File: src/rtl/l_class_oc_heard_arb.sv
// Round-robin arbiter sharing one downstream heard channel among 4 requesters,
// with a one-entry output buffer. Define L_CLASS_OC_HEARD_ARB_STATS_EN for per-requester grant counters.
module l_class_oc_heard_arb (
    input  logic         clk,
    input  logic         rst,
    input  logic [3:0]   req_valid,
    input  logic [3:0]   req_heard_ena,
    input  logic [127:0] req_meth,
    input  logic [127:0] req_v,
    output logic [3:0]   req_heard_rdy,
    output logic         indication_heard_ena,
    input  logic         indication_heard_rdy,
    output logic [31:0]  indication_meth,
    output logic [31:0]  indication_v
`ifdef L_CLASS_OC_HEARD_ARB_STATS_EN
    ,
    output logic [63:0]  grant_count
`endif
);

    logic        full;
    logic [31:0] meth_reg;
    logic [31:0] v_reg;
    logic [1:0]  ptr;

    logic        free;
    logic        pop;
    logic        accept;
    logic        found;
    logic [1:0]  winner;
    logic [1:0]  idx;

    assign free = !full || indication_heard_rdy;
    assign pop  = full && indication_heard_rdy;

    // Search starts at ptr and wraps; the first valid requester wins.
    always_comb begin
        found  = 1'b0;
        winner = ptr;
        idx    = ptr;
        for (int k = 0; k < 4; k++) begin
            idx = ptr + k[1:0];
            if (!found && req_valid[idx]) begin
                found  = 1'b1;
                winner = idx;
            end
        end
    end

    // Reset is folded in so no requester sees a grant while reset is held.
    always_comb begin
        req_heard_rdy = '0;
        if (!rst && free && found)
            req_heard_rdy[winner] = 1'b1;
    end

    assign accept = |(req_heard_ena & req_heard_rdy);

    assign indication_heard_ena = pop;
    assign indication_meth      = full ? meth_reg : 32'd0;
    assign indication_v         = full ? v_reg    : 32'd0;

    always_ff @(posedge clk or posedge rst) begin
        if (rst) begin
            full     <= 1'b0;
            meth_reg <= '0;
            v_reg    <= '0;
            ptr      <= '0;
        end else if (accept) begin
            full     <= 1'b1;
            meth_reg <= req_meth[{winner, 5'd0} +: 32];
            v_reg    <= req_v[{winner, 5'd0} +: 32];
            ptr      <= winner + 2'd1;
        end else if (pop) begin
            full     <= 1'b0;
        end
    end

`ifdef L_CLASS_OC_HEARD_ARB_STATS_EN
    logic [15:0] cnt [4];

    // Counters saturate rather than wrap.
    always_ff @(posedge clk or posedge rst) begin
        if (rst) begin
            for (int i = 0; i < 4; i++)
                cnt[i] <= '0;
        end else if (accept && cnt[winner] != 16'hFFFF) begin
            cnt[winner] <= cnt[winner] + 16'd1;
        end
    end

    assign grant_count = {cnt[3], cnt[2], cnt[1], cnt[0]};
`endif

endmodule

File: config.mk
export PLATFORM = sky130hd
export DESIGN_NAME = l_class_oc_heard_arb
export DESIGN_NICKNAME = d
export VERILOG_FILES = /design/src/rtl/l_class_oc_heard_arb.sv
export SDC_FILE = /design/constraint.sdc
export NUM_CORES = 1
export LEC_CHECK = 0
export CAP_MARGIN = 20
export CELL_PAD_IN_SITES_DETAIL_PLACEMENT = 0
export CELL_PAD_IN_SITES_GLOBAL_PLACEMENT = 1
export CORE_UTILIZATION = 25
export CTS_CLUSTER_SIZE = 10
export DETAILED_ROUTE_END_ITERATION = 8
export MAX_ROUTING_LAYER = met4
export PLACE_DENSITY = 0.89
export SLEW_MARGIN = 20
export SYNTH_ARGS = -nofsm -noshare
export SYNTH_HDL_FRONTEND = slang
export SYNTH_SLANG_ARGS = --single-unit
File: constraint.sdc
create_clock -name clk -period 2.3 [get_ports clk]
set_input_delay 0.23 -clock clk [delete_from_list [all_inputs] [get_ports clk]]
set_output_delay 0.23 -clock clk [all_outputs]
set_load 0.05 [all_outputs]
==> metrics.cfg, run 1 <==
[run_status]
status = finished with violations
violations = setup timing

[setup_path]
startpoint_type = flop
crit_start = ptr[0]
r2r_cells = 7
worst-setup-path-type = reg2reg
r2r-end = meth_reg[19]
r2r_slack_ns = -0.06
crit_arrival_ns = 2.57
r2r_start = ptr[0]
critical_path.endpoint_type = flop
cp_max_fo = 8
crit_required_ns = 2.51

[timing]
finalCriticalPeriod_ns = 2.358
rsz0062_at_grt = yes
skew_ns = 0.007322
drv_slew = 0
whs_ns = 0.2657
max_slew_margin = 0.6009
tightest_slew_ns = 0.5987
setup_viol = 37
finalCritPeriodShare = 1.025
fmax_ghz = 0.4242
finalSetupTns_ns = -1.597
fin_ws_ns = -0.05758
hold_viol_final = 0

[placed_design]
gp_congestion = 0.8816
port_buffers = 335
hpwlAfterDp_um = 15770
placed_area_um2 = 9667

[cts]
tritoncts = yes
htree_levels = 3
path_clk_slew_ns = 0.06
cts_root_buf = clkbuf_16
clk_path_buf_depth = 2
cts_buffers = 9
clk_latency_ns = 0.34
cts.sinks = 67

[yosys]
post_synth_xor_area_fraction = 0
synth.mux.area_fraction = 0.1476
yosysTopAreaCellShare = 0.3291
yosys.area.top_type = dfrtp_1
seq_area_frac_synth = 0.3291
syn_area_um2 = 5095
yosys.area_share.simple = 0.2802
synth-seq-cells = 67
synth_compound_area_frac = 0.1881
netlist_top_cells_area = dfrtp_1, mux2_1, nand2_1
yosys_warnings = 0
syn_inst = 619
syn_avg_cell_area_um2 = 8.231
synth_top_family_by_area = simple AND/OR/NAND/NOR gates
synth_cell_types = 31
syn_nets = 886
synth_fa_ha_area_frac = 0

[detailed_routing]
antenna_left = 0
route.detailed.drc = 0
vias_per_cell = 5.012
first_pass_iters = 4
vias = 6125
routedWlPerCell_um = 18.32
first_iter_violations = 281
wl_um = 22390

[cells_and_area]
fillCellCount = 1729
fin_util = 0.5294
syn2layout_area_growth_pct = 104.9
fin_area_um2 = 10440
nNetsFinal = 1219
drive_gt1_frac = 0.2144

[pwr]
sw_frac_of_total = 0.4364
cell_internal_pwr_mw = 7.671
max-vdd-ir-drop_mv = 0.5590
netSwitchingPower_mw = 5.939
p_comb_frac = 0.741
p_leak_nw = 4.488
pwr-share-clk = 0.103
pwr-share-seq = 0.156
p_total_mw = 13.61
pwr_density_cell_nw_per_um2 = 1304

[global_routing]
grt_antenna_before_repair = 1
grt_pass1_vias = 5892
grt_max_degree = 66
grt_use_total = 0.2019
grt-ovfl-total = 0
grt_first_pass_wirelength_um = 31310

[die]
die_h_um = 144.8
ios = 336
rows = 51
die_x_um = 144.8
coreArea_um2 = 19720
dieArea_um2 = 20950
start_util = 0.2584

[flow_run]
max_cap_viol_count = 0

[worst_hold_path]
hold_path.class = in2async

## power by group through the flow
stage | sequential (mW) | clock (mW) | combinational [mW]
2_1_floorplan | 2.01 | 0 | 4.99
3_3_place_gp | 2.09 | 0 | 9.00
3_5_place_dp | 2.11 | 0 | 9.11
4_1_cts | 2.09 | 1.45 | 9.14
5_1_grt | 2.21 | 1.49 | 10.7
6_report | 2.13 | 1.40 | 10.1
## kinds of logic (layout without fill, tap and decap cells)
| group | Yosys count | in the layout |
|---|---|---|
| AO/OA/AOI/OAI | 139 | 140 |
| AND/OR/NAND/NOR | 281 | 281 |
| flip-flops | 67 | 67 |
| other | 0 | 1 |
| buffers and inverters | 65 | 401 |
| multiplexers | 67 | 67 |
## critical path, stage by stage, from the launching register on
cell and delay (ns):
dfrtp_1 0.43, nor2b_2 0.09, o21a_4 0.23, nor3_4 0.31, mux2i_2 0.34, o22a_4 0.31, clkbuf_16 0.22, mux2_4 0.30
## metrics by stage
step / instances / worst slack (ns)
2_1_floorplan: 619 / 0.05698
3_5_place_dp: 1192 / -0.3829
3_3_place_gp: 1192 / -0.3408
4_1_cts: 1207 / 0.01355
6_report: 1222 / -0.05758
5_1_grt: 1222 / -0.1432
## cells in the mapped netlist
cell / instances
a2111o_1: 1
a211oi_1: 65
a21boi_1: 1
a21oi_1: 2
a31oi_1: 64
and2_1: 66
and3_1: 66
and3b_1: 1
buf_1: 3
buf_2: 2
buf_4: 1
buf_6: 4
clkbuf_1: 54
dfrtp_1: 67
inv_1: 1
mux2_1: 65
mux2i_1: 2
nand2_1: 131
nand2b_1: 2
nor2_1: 5
nor2b_1: 4
nor3_1: 2
nor3_4: 1
nor4_1: 1
o21a_1: 1
o21ai_0: 2
o21ai_1: 1
o21ba_1: 1
o22a_1: 1
or2_1: 1
or3_1: 1
## worst max path at each step
stage               cells after the start                to  slack [ns]
floorplan                               6  req_heard_rdy[0]        0.06
global placement                       10         v_reg[22]       -0.34
detailed placement                     10         v_reg[22]       -0.38
CTS                                     9  req_heard_rdy[2]        0.01
global route                            7      meth_reg[19]       -0.14
finish                                  7      meth_reg[19]       -0.06
## placed cells by master, fill, tap and decap left out, types with 2 or more instances in the layout
master	instances
clkdlybuf4s50_1	263
nand2_1	129
buf_12	82
and3_1	66
and2_1	65
dfrtp_1	65
a31oi_1	64
a211oi_1	61
mux2_4	45
buf_4	28
mux2_1	20
clkbuf_16	13
a211oi_2	4
nor2_2	3
buf_6	3
dlymetal6s2s_1	3
nor2b_2	2
nand2b_1	2
nor2b_1	2
o22a_4	2
clkinv_2	2
o21ai_0	2
clkbuf_1	2
clkbuf_8	2
buf_8	2
dfrtp_2	2
## routing by layer
layer	track usage	up-vias	routed length, um
met2	0.3378	240	11030
met5	-	-	0
met1	0.2400	2956	9543
li1	-	2894	-
met3	0.03620	35	1292
met4	0.07922	0	531
## cell type report
type                       instances  area, um^2  share of cell area
antenna                            1       2.502           0.0002397
clock buffer                      13       260.3             0.02493
clock inverter                     2       35.03            0.003356
inverter                           1       5.005           0.0004794
multi-input combinational        488        3440              0.3295
sequential                        67        1679              0.1609
tap                              265       331.6             0.03176
timing repair buffer             385        4686              0.4489
## timing repair
action	4_1_cts	5_1_grt
hold buffers	0	0
cloned	0	7
resized for setup	3	73
setup endpoints to repair	5	69
buffers inserted	0	7
pin swaps	1	8
Note: power is estimated with default switching activity, not from simulation.
==> run 2, diff against run 1 <==
Settings changed: SLEW_MARGIN 20 to 10.
==> results of run 2 <==
No change in the layout: final DEF, timing and power equal those of run 1.
